<file path="src/rtl/gat_bram_load_bridge.sv">
// ---------------------------------------------------------------------------
// gat_bram_load_bridge
//
// Host-to-BRAM load bridge sitting between the PS register bank / AXI BRAM
// controller and the GAT accelerator core.
//   * Host writes are byte addressed. Each write is turned into a word
//     address and routed to one of NUM_CH load-channel BRAMs. The write data
//     is truncated to the channel width.
//   * Accepted words are counted per channel against host-programmed
//     lengths. This produces the per-channel and global load-done flags that
//     the core waits on.
//   * A pipelined, registered read-back port serves the new-feature BRAM.
//
// Optional feature (compile-time macro GAT_LOAD_CHECKSUM_EN):
//   When defined, each channel keeps a 32-bit additive checksum of its
//   accepted s_din words. The checksum is cleared on load_start.
//   state_dbg[23:0] then shows the checksum of the channel selected by s_ch.
//   When undefined, no checksum logic is built and state_dbg[23:0] shows the
//   total of accepted words.
//
// Ports
//   clk, rst         clock, synchronous active-high reset
//   load_start       pulse: latch cfg_len, clear counters/flags, enter LOAD
//   load_clr         pulse: back to IDLE, clear done/error flags
//   cfg_len          per-channel expected word count, channel k at
//                    [k*CH_ADDR_W +: CH_ADDR_W]
//   s_ena/s_wea      host write enable / strobe
//   s_ch             target channel
//   s_addra          host byte address
//   s_din            host write data
//   ch_ena/ch_wea    one-hot per-channel BRAM enable / write enable
//   ch_addra/ch_din  shared word address / truncated data
//   ch_done          sticky per-channel done
//   all_done         every channel done, asserted only in READY
//   err_flags        sticky {range, overflow, misalign}
//   state_dbg        {state[1:0], zero pad, word total or checksum [23:0]}
//   feat_rd_en       feature read request
//   feat_addrb       feature byte address
//   feat_bram_addrb  registered word address to the feature BRAM
//   feat_bram_dout   feature BRAM read data (one-cycle BRAM latency)
//   feat_dout        read data, qualified by feat_valid
//   feat_valid       read data valid, two cycles after feat_rd_en
// ---------------------------------------------------------------------------
module gat_bram_load_bridge #(
  parameter int TOP_WIDTH   = 32,
  parameter int NUM_CH      = 3,
  parameter int CH_ADDR_W   = 18,
  parameter int CH_DATA_W   = 17,
  parameter int FEAT_ADDR_W = 16,
  parameter int FEAT_DATA_W = 32,
  parameter int CH_SEL_W    = (NUM_CH > 1) ? $clog2(NUM_CH) : 1
) (
  input  logic                        clk,
  input  logic                        rst,
  input  logic                        load_start,
  input  logic                        load_clr,
  input  logic [NUM_CH*CH_ADDR_W-1:0] cfg_len,
  input  logic                        s_ena,
  input  logic                        s_wea,
  input  logic [CH_SEL_W-1:0]         s_ch,
  input  logic [CH_ADDR_W+1:0]        s_addra,
  input  logic [TOP_WIDTH-1:0]        s_din,
  output logic [NUM_CH-1:0]           ch_ena,
  output logic [NUM_CH-1:0]           ch_wea,
  output logic [CH_ADDR_W-1:0]        ch_addra,
  output logic [CH_DATA_W-1:0]        ch_din,
  output logic [NUM_CH-1:0]           ch_done,
  output logic                        all_done,
  output logic [2:0]                  err_flags,
  output logic [TOP_WIDTH-1:0]        state_dbg,
  input  logic                        feat_rd_en,
  input  logic [FEAT_ADDR_W+1:0]      feat_addrb,
  output logic [FEAT_ADDR_W-1:0]      feat_bram_addrb,
  input  logic [FEAT_DATA_W-1:0]      feat_bram_dout,
  output logic [FEAT_DATA_W-1:0]      feat_dout,
  output logic                        feat_valid
);

  localparam logic [1:0] S_IDLE  = 2'd0;
  localparam logic [1:0] S_LOAD  = 2'd1;
  localparam logic [1:0] S_READY = 2'd2;

  localparam int DBG_W = 24;
  localparam int PAD_W = TOP_WIDTH - 2 - DBG_W;

  // The channel count is widened by one bit so that every s_ch value can be
  // range checked, including a power-of-two NUM_CH.
  localparam logic [CH_SEL_W:0] NUM_CH_L = (CH_SEL_W+1)'(NUM_CH);

  // -------------------------------------------------------------------------
  // State and shared registers
  // -------------------------------------------------------------------------
  logic [1:0]           state_reg, state_next;
  logic [2:0]           err_reg;
  logic [DBG_W-1:0]     total_reg;
  logic [NUM_CH-1:0]    ena_reg;
  logic [CH_ADDR_W-1:0] addra_reg;
  logic [CH_DATA_W-1:0] din_reg;

  // Per-channel state, collected from the generate blocks below.
  logic [NUM_CH-1:0]    done_vec;
  logic [CH_ADDR_W-1:0] len_vec [NUM_CH];

  // -------------------------------------------------------------------------
  // Write qualification
  // -------------------------------------------------------------------------
  logic                 wr_req;
  logic                 wr_check;
  logic                 ch_ok;
  logic [CH_SEL_W:0]    s_ch_ext;
  logic [CH_ADDR_W-1:0] waddr;
  logic [CH_ADDR_W-1:0] sel_len;
  logic                 sel_done;
  logic                 bad_misalign;
  logic                 bad_overflow;
  logic                 bad_range;
  logic                 accept;
  logic [NUM_CH-1:0]    wr_onehot;

  assign wr_req   = s_ena & s_wea;
  assign s_ch_ext = {1'b0, s_ch};
  assign ch_ok    = (s_ch_ext < NUM_CH_L);
  assign waddr    = s_addra[CH_ADDR_W+1:2];

  // A write that arrives together with load_start or load_clr is dropped
  // silently. The control pulse redefines the load, so the write would
  // count against a stale configuration.
  assign wr_check = (state_reg == S_LOAD) & wr_req & ~load_start & ~load_clr;

  always_comb begin
    sel_len  = '0;
    sel_done = 1'b0;
    for (int k = 0; k < NUM_CH; k++) begin
      if (s_ch_ext == (CH_SEL_W+1)'(k)) begin
        sel_len  = len_vec[k];
        sel_done = done_vec[k];
      end
    end
  end

  // Each error cause is evaluated on its own, so one bad write can raise
  // several sticky flags at once.
  assign bad_misalign = (s_addra[1:0] != 2'b00);
  assign bad_overflow = ch_ok & sel_done;
  assign bad_range    = ~ch_ok | (waddr >= sel_len);
  assign accept       = wr_check & ~bad_misalign & ~bad_overflow & ~bad_range;

  // -------------------------------------------------------------------------
  // Per-channel length, word counter and done flag
  // -------------------------------------------------------------------------
`ifdef GAT_LOAD_CHECKSUM_EN
  logic [31:0] csum_vec [NUM_CH];
`endif

  genvar gi;
  generate
    for (gi = 0; gi < NUM_CH; gi++) begin : g_ch
      logic [CH_ADDR_W-1:0] len_reg;
      logic [CH_ADDR_W-1:0] cnt_reg;
      logic [CH_ADDR_W-1:0] cnt_next;
      logic [CH_ADDR_W-1:0] cfg_slice;
      logic                 done_reg;

      assign wr_onehot[gi] = accept & (s_ch_ext == (CH_SEL_W+1)'(gi));
      assign cfg_slice     = cfg_len[gi*CH_ADDR_W +: CH_ADDR_W];
      assign cnt_next      = cnt_reg + CH_ADDR_W'(1);

      // done_reg is set on the same edge that registers the final write.
      // It therefore rises together with that write on ch_wea.
      // A zero-length channel is done as soon as the load starts.
      always_ff @(posedge clk) begin
        if (rst) begin
          len_reg  <= '0;
          cnt_reg  <= '0;
          done_reg <= 1'b0;
        end else if (load_start) begin
          len_reg  <= cfg_slice;
          cnt_reg  <= '0;
          done_reg <= (cfg_slice == '0);
        end else if (load_clr) begin
          done_reg <= 1'b0;
        end else if (wr_onehot[gi]) begin
          cnt_reg <= cnt_next;
          if (cnt_next == len_reg) begin
            done_reg <= 1'b1;
          end
        end
      end

      assign done_vec[gi] = done_reg;
      assign len_vec[gi]  = len_reg;

`ifdef GAT_LOAD_CHECKSUM_EN
      logic [31:0] csum_reg;

      always_ff @(posedge clk) begin
        if (rst) begin
          csum_reg <= '0;
        end else if (load_start) begin
          csum_reg <= '0;
        end else if (wr_onehot[gi]) begin
          csum_reg <= csum_reg + 32'(s_din);
        end
      end

      assign csum_vec[gi] = csum_reg;
`endif
    end
  endgenerate

  // -------------------------------------------------------------------------
  // Global FSM
  // -------------------------------------------------------------------------
  always_comb begin
    state_next = state_reg;
    if (load_start) begin
      state_next = S_LOAD;
    end else if (load_clr) begin
      state_next = S_IDLE;
    end else if ((state_reg == S_LOAD) && (&done_vec)) begin
      state_next = S_READY;
    end
  end

  always_ff @(posedge clk) begin
    if (rst) begin
      state_reg <= S_IDLE;
    end else begin
      state_reg <= state_next;
    end
  end

  // -------------------------------------------------------------------------
  // Sticky error flags and accepted-word total
  // -------------------------------------------------------------------------
  always_ff @(posedge clk) begin
    if (rst) begin
      err_reg <= '0;
    end else if (load_start || load_clr) begin
      err_reg <= '0;
    end else if (wr_check) begin
      err_reg <= err_reg | {bad_range, bad_overflow, bad_misalign};
    end
  end

  always_ff @(posedge clk) begin
    if (rst) begin
      total_reg <= '0;
    end else if (load_start) begin
      total_reg <= '0;
    end else if (accept) begin
      total_reg <= total_reg + DBG_W'(1);
    end
  end

  // -------------------------------------------------------------------------
  // Registered BRAM write port
  // -------------------------------------------------------------------------
  always_ff @(posedge clk) begin
    if (rst) begin
      ena_reg   <= '0;
      addra_reg <= '0;
      din_reg   <= '0;
    end else begin
      ena_reg <= wr_onehot;
      if (accept) begin
        addra_reg <= waddr;
        din_reg   <= s_din[CH_DATA_W-1:0];
      end
    end
  end

  assign ch_ena    = ena_reg;
  assign ch_wea    = ena_reg;
  assign ch_addra  = addra_reg;
  assign ch_din    = din_reg;
  assign ch_done   = done_vec;
  assign all_done  = (state_reg == S_READY) & (&done_vec);
  assign err_flags = err_reg;

  // -------------------------------------------------------------------------
  // Debug word
  // -------------------------------------------------------------------------
  logic [DBG_W-1:0] dbg_low;

  always_comb begin
`ifdef GAT_LOAD_CHECKSUM_EN
    dbg_low = '0;
    for (int k = 0; k < NUM_CH; k++) begin
      if (s_ch_ext == (CH_SEL_W+1)'(k)) begin
        dbg_low = csum_vec[k][DBG_W-1:0];
      end
    end
`else
    dbg_low = total_reg;
`endif
  end

  assign state_dbg = {state_reg, {PAD_W{1'b0}}, dbg_low};

  // -------------------------------------------------------------------------
  // Feature read-back pipeline
  // -------------------------------------------------------------------------
  // Stage 1 registers the word address toward the BRAM. Stage 2 is the
  // BRAM's own registered read. The valid bit travels through two flops to
  // line up with that read, so data returns two cycles after the request at
  // full rate. The BRAM output is zeroed outside valid cycles.
  logic [FEAT_ADDR_W-1:0] feat_addr_reg;
  logic                   rd_v1_reg;
  logic                   rd_v2_reg;

  always_ff @(posedge clk) begin
    if (rst) begin
      feat_addr_reg <= '0;
      rd_v1_reg     <= 1'b0;
      rd_v2_reg     <= 1'b0;
    end else begin
      feat_addr_reg <= feat_addrb[FEAT_ADDR_W+1:2];
      rd_v1_reg     <= feat_rd_en;
      rd_v2_reg     <= rd_v1_reg;
    end
  end

  assign feat_bram_addrb = feat_addr_reg;
  assign feat_valid      = rd_v2_reg;
  assign feat_dout       = rd_v2_reg ? feat_bram_dout : '0;

  // Byte-lane bits of the feature address and the high bits of s_din are
  // not used by the datapath.
  logic unused_bits;
  assign unused_bits = ^{s_din, feat_addrb[1:0]};

endmodule

</file>
<file path="config.mk">
export PLATFORM = sky130hd
export DESIGN_NAME = gat_bram_load_bridge
export DESIGN_NICKNAME = d
export VERILOG_FILES = /design/src/rtl/gat_bram_load_bridge.sv
export SDC_FILE = /design/constraint.sdc
export NUM_CORES = 1
export LEC_CHECK = 0
export CAP_MARGIN = 15
export CORE_ASPECT_RATIO = 0.8
export CORE_UTILIZATION = 52
export CTS_CLUSTER_DIAMETER = 40
export DETAILED_ROUTE_END_ITERATION = 8
export GPL_TIMING_DRIVEN = 1
export PLACE_DENSITY = 0.87
export SKIP_CTS_REPAIR_TIMING = 1
export SYNTH_ARGS = -nofsm -noshare
export SYNTH_HDL_FRONTEND = slang
export SYNTH_SLANG_ARGS = --single-unit
</file>
<file path="constraint.sdc">
create_clock -name clk -period 6.8 [get_ports clk]
set_clock_uncertainty 0.05 [all_clocks]
set_input_delay 0.68 -clock clk [delete_from_list [all_inputs] [get_ports clk]]
set_output_delay 0.68 -clock clk [all_outputs]
set_load 0.1 [all_outputs]
</file>
==> tab_implementation.tex <==
\begin{tabular}{lr}
\hline
Metric & Value \\
\hline
\multicolumn{2}{l}{\textbf{Worst setup path}} \\
\quad Startpoint types & primary input \\
\quad Startpoint-to-endpoint class of the critical path & in2reg \\
\quad Required arrival time at the worst endpoint & 7050 ps \\
\quad Worst Reg2Reg Path Length in Cells & 12 \\
\quad Maximum fanout along the worst path & 30 \\
\quad Nature of the critical path endpoint & flop \\
\quad Arrival time of the worst setup path & 5300 ps \\
\multicolumn{2}{l}{\textbf{Die}} \\
\quad X dimension of the die & 160 µm \\
\quad Site row count & 45 \\
\quad Vertical extent of the die & 128 µm \\
\quad Core area & $\sim$19000 µm² \\
\quad I/O pin count & 294 \\
\quad Initial standard-cell utilization of the core & 0.539 \\
\quad DIE AREA & 20500 µm² \\
\multicolumn{2}{l}{\textbf{STA}} \\
\quad Setup-failing EPs final & 0 \\
\quad Crit share post-route & 0.743 \\
\quad Unrepaired setup endpoints after global routing & no \\
\quad Max-slew violation count & 0 \\
\quad Worst-Margin Slew & 1030 ps \\
\quad Slew margin rel. & 0.312 \\
\quad Endpoints failing hold & 0 \\
\quad Crit path time final & 5050 ps \\
\quad Max Clk Rate & 198 MHz \\
\quad Worst hold slack & 403 ps \\
\quad TNS Setup & 0 ps \\
\multicolumn{2}{l}{\textbf{Synth}} \\
\quad Cell count after synthesis & between 1000 and 1500 \\
\quad Number of flops mapped to enable cells by yosys & 0 \\
\quad Synth area leaders & dfxtp\_1, mux2i\_1, a21oi\_1 \\
\quad Top-area cell type share of the netlist area & 0.379 \\
\quad Syn Std Cell Area & 10300 µm² \\
\quad Synth area leader & dfxtp\_1 \\
\quad Distinct cells, synth & 66 \\
\quad Part of the Yosys area used for sequential elements & 0.379 \\
\quad Count of synthesis-stage warnings from yosys & 0 \\
\quad Synth Area per Inst & 8.27 µm² \\
\quad Number of synthesized register bits & 196 \\
\quad Main flop type after synthesis & dfxtp\_1 \\
\quad Share of synthesized registers carrying an async set or reset & 0 \\
\multicolumn{2}{l}{\textbf{Finish}} \\
\quad Layout overhead on the synthesized area & 31.6\% \\
\quad Total inserted antenna cells & 0 \\
\quad Core occupancy in the finished layout & 0.709 \\
\quad Fraction of layout cells with a size suffix above 1 & 0.0399 \\
\quad Most common cell after layout, fill and taps aside & clkdlybuf4s50\_1 \\
\quad Net count, final & about 1700 \\
\quad Most used cells in the layout excluding fill and tap cells & clkdlybuf4s50\_1, dfxtp\_1, nor2\_1, a21oi\_1, nand2\_1 \\
\multicolumn{2}{l}{\textbf{GRT}} \\
\quad Antenna violations before repair & 0 \\
\quad Overall track demand over capacity in global routing & 0.308 \\
\quad Via count of the first global-routing pass & around 9700 \\
\quad Pin count of the biggest net entering global routing & slightly above 80 \\
\quad Overall overflow remaining after global route & 0 \\
\quad Global-route wire length before repair & 50100 µm \\
\multicolumn{2}{l}{\textbf{Route}} \\
\quad Number of nets with antenna violations after routing & 0 \\
\quad Post-Route WL & around 31000 µm \\
\quad Vias & 10200 \\
\quad Avg WL per Cell & roughly 18 µm \\
\quad Per-cell via count in the routed design & 5.85 \\
\quad Number of violations reported at the end of detailed-routing iteration 0 & 921 \\
\quad Detailed Routing Iterations Pass 1 & 5 \\
\quad Remaining routing DRC violations & 0 \\
\multicolumn{2}{l}{\textbf{Hold path}} \\
\quad Worst min-delay path category & reg2reg \\
\quad Instance count along the most critical hold path & 2 \\
\multicolumn{2}{l}{\textbf{Power and ir drop}} \\
\quad Peak supply drop & 0.148 mV \\
\quad Total power & between 2 and 3 mW \\
\quad Static leakage & 4.82 nW \\
\quad Pwr Density & 191 nW/µm² \\
\multicolumn{2}{l}{\textbf{CTS}} \\
\quad Clock-pin slew on the worst setup and hold paths & 80 ps \\
\quad Number of buffers created by CTS & 17 \\
\quad Clock tree from TritonCTS & done \\
\quad Clock network latency to the later pin of the worst-skew pair & around 450 ps \\
\quad Number of clock sinks & roughly 200 \\
\quad Depth of the CTS H-tree & 4 \\
\quad Deepest clock path buffer count & 2 \\
\quad Cell chosen for the clock root & clkbuf\_16 \\
\multicolumn{2}{l}{\textbf{Place}} \\
\quad Placed wire-length estimate & 22900 µm \\
\quad Weighted congestion reported at the end of routability-driven placement & 0.981 \\
\quad Input/output buffers & 270 \\
\multicolumn{2}{l}{\textbf{Run}} \\
\quad Max Cap Viol & 0 \\
\multicolumn{2}{l}{\textbf{Outcome}} \\
\quad Outcome & complete, no violations \\
\hline
\end{tabular}
power by group:
group | total, mW | switching (mW) | internal [mW]
sequential | 1.21 | 0.0363 | 1.17
combinational | 0.393 | 0.229 | 0.164
clock | 1.00 | 0.508 | 0.494
total | 2.60 | 0.774 | 1.83
cell families after synthesis:
logic type / after synthesis / synth area share
simple gates: 521 / 0.259
compound gates: 229 / 0.127
flops: 196 / 0.379
xor+xnor: 103 / 0.0872
buf+inv: 99 / 0.0446
mux: 79 / 0.0766
fa+ha+maj: 22 / 0.0266
other cells: 1 / 0.000363
worst paths after layout:
path,from,endpoint,slack (ps)
worst max-delay path,s_ch[1],dbg_low[9],1750
worst max register to register,g_ch[1].len_reg[11],dbg_low[9],3030
worst min register to register,ch_addra[8],ch_addra[8],400
worst min-delay path,ch_addra[8],ch_addra[8],400
critical path: stages:
cell,delay (ps)
clkdlybuf4s50_1,930
nor2b_1,630
buf_4,280
a21oi_1,90
ha_1,320
a21oi_1,140
o21ai_0,130
a21boi_0,390
and2_1,340
nand3_2,530
buf_4,450
o31ai_1,270
a21oi_1,90
stage by stage:
stage / cell area (µm²) / instances / setup slack [ps]
floorplan: 10400 / 1255 / 2670
global placement: 13000 / 1704 / 1570
detailed placement: 13000 / 1704 / 1430
CTS: 13600 / 1736 / 1840
global route: 13600 / 1736 / 1430
finish: 13600 / 1736 / 1750
layer usage:
metal | wire [µm] | GRT usage | vias up
li1 | - | - | 4839
met1 | 12900 | 0.394 | 4741
met2 | 14500 | 0.494 | 487
met3 | 2890 | 0.0751 | 91
met4 | 1170 | 0.139 | 0
met5 | 0 | 0 | -
synth_stat cells, types with 8 or more instances:
cell / instances
dfxtp_1: 196
nor2_1: 129
a21oi_1: 116
nand2_1: 110
mux2i_1: 78
xnor2_1: 61
o21ai_0: 56
clkbuf_1: 48
nand3_1: 44
xor2_1: 42
and2_1: 38
nand4_1: 34
or3_1: 34
nor2b_1: 25
ha_1: 22
nor4_1: 22
nor3_1: 19
buf_2: 17
or4_1: 14
buf_4: 12
inv_1: 12
and3_1: 11
and4_1: 11
o31ai_1: 9
nor3b_1: 8
cell type report:
| cell class | count | area (µm²) |
|---|---|---|
| clock buffer | 17 | 425 |
| tap | 258 | 323 |
| timing repair buffer | 278 | 2760 |
| multi-input combinational | 960 | 5980 |
| inverter | 12 | 45.0 |
| sequential | 196 | 3920 |
| clock inverter | 15 | 158 |
| fill | 1466 | 5590 |
(Power assumes the default switching activity.)
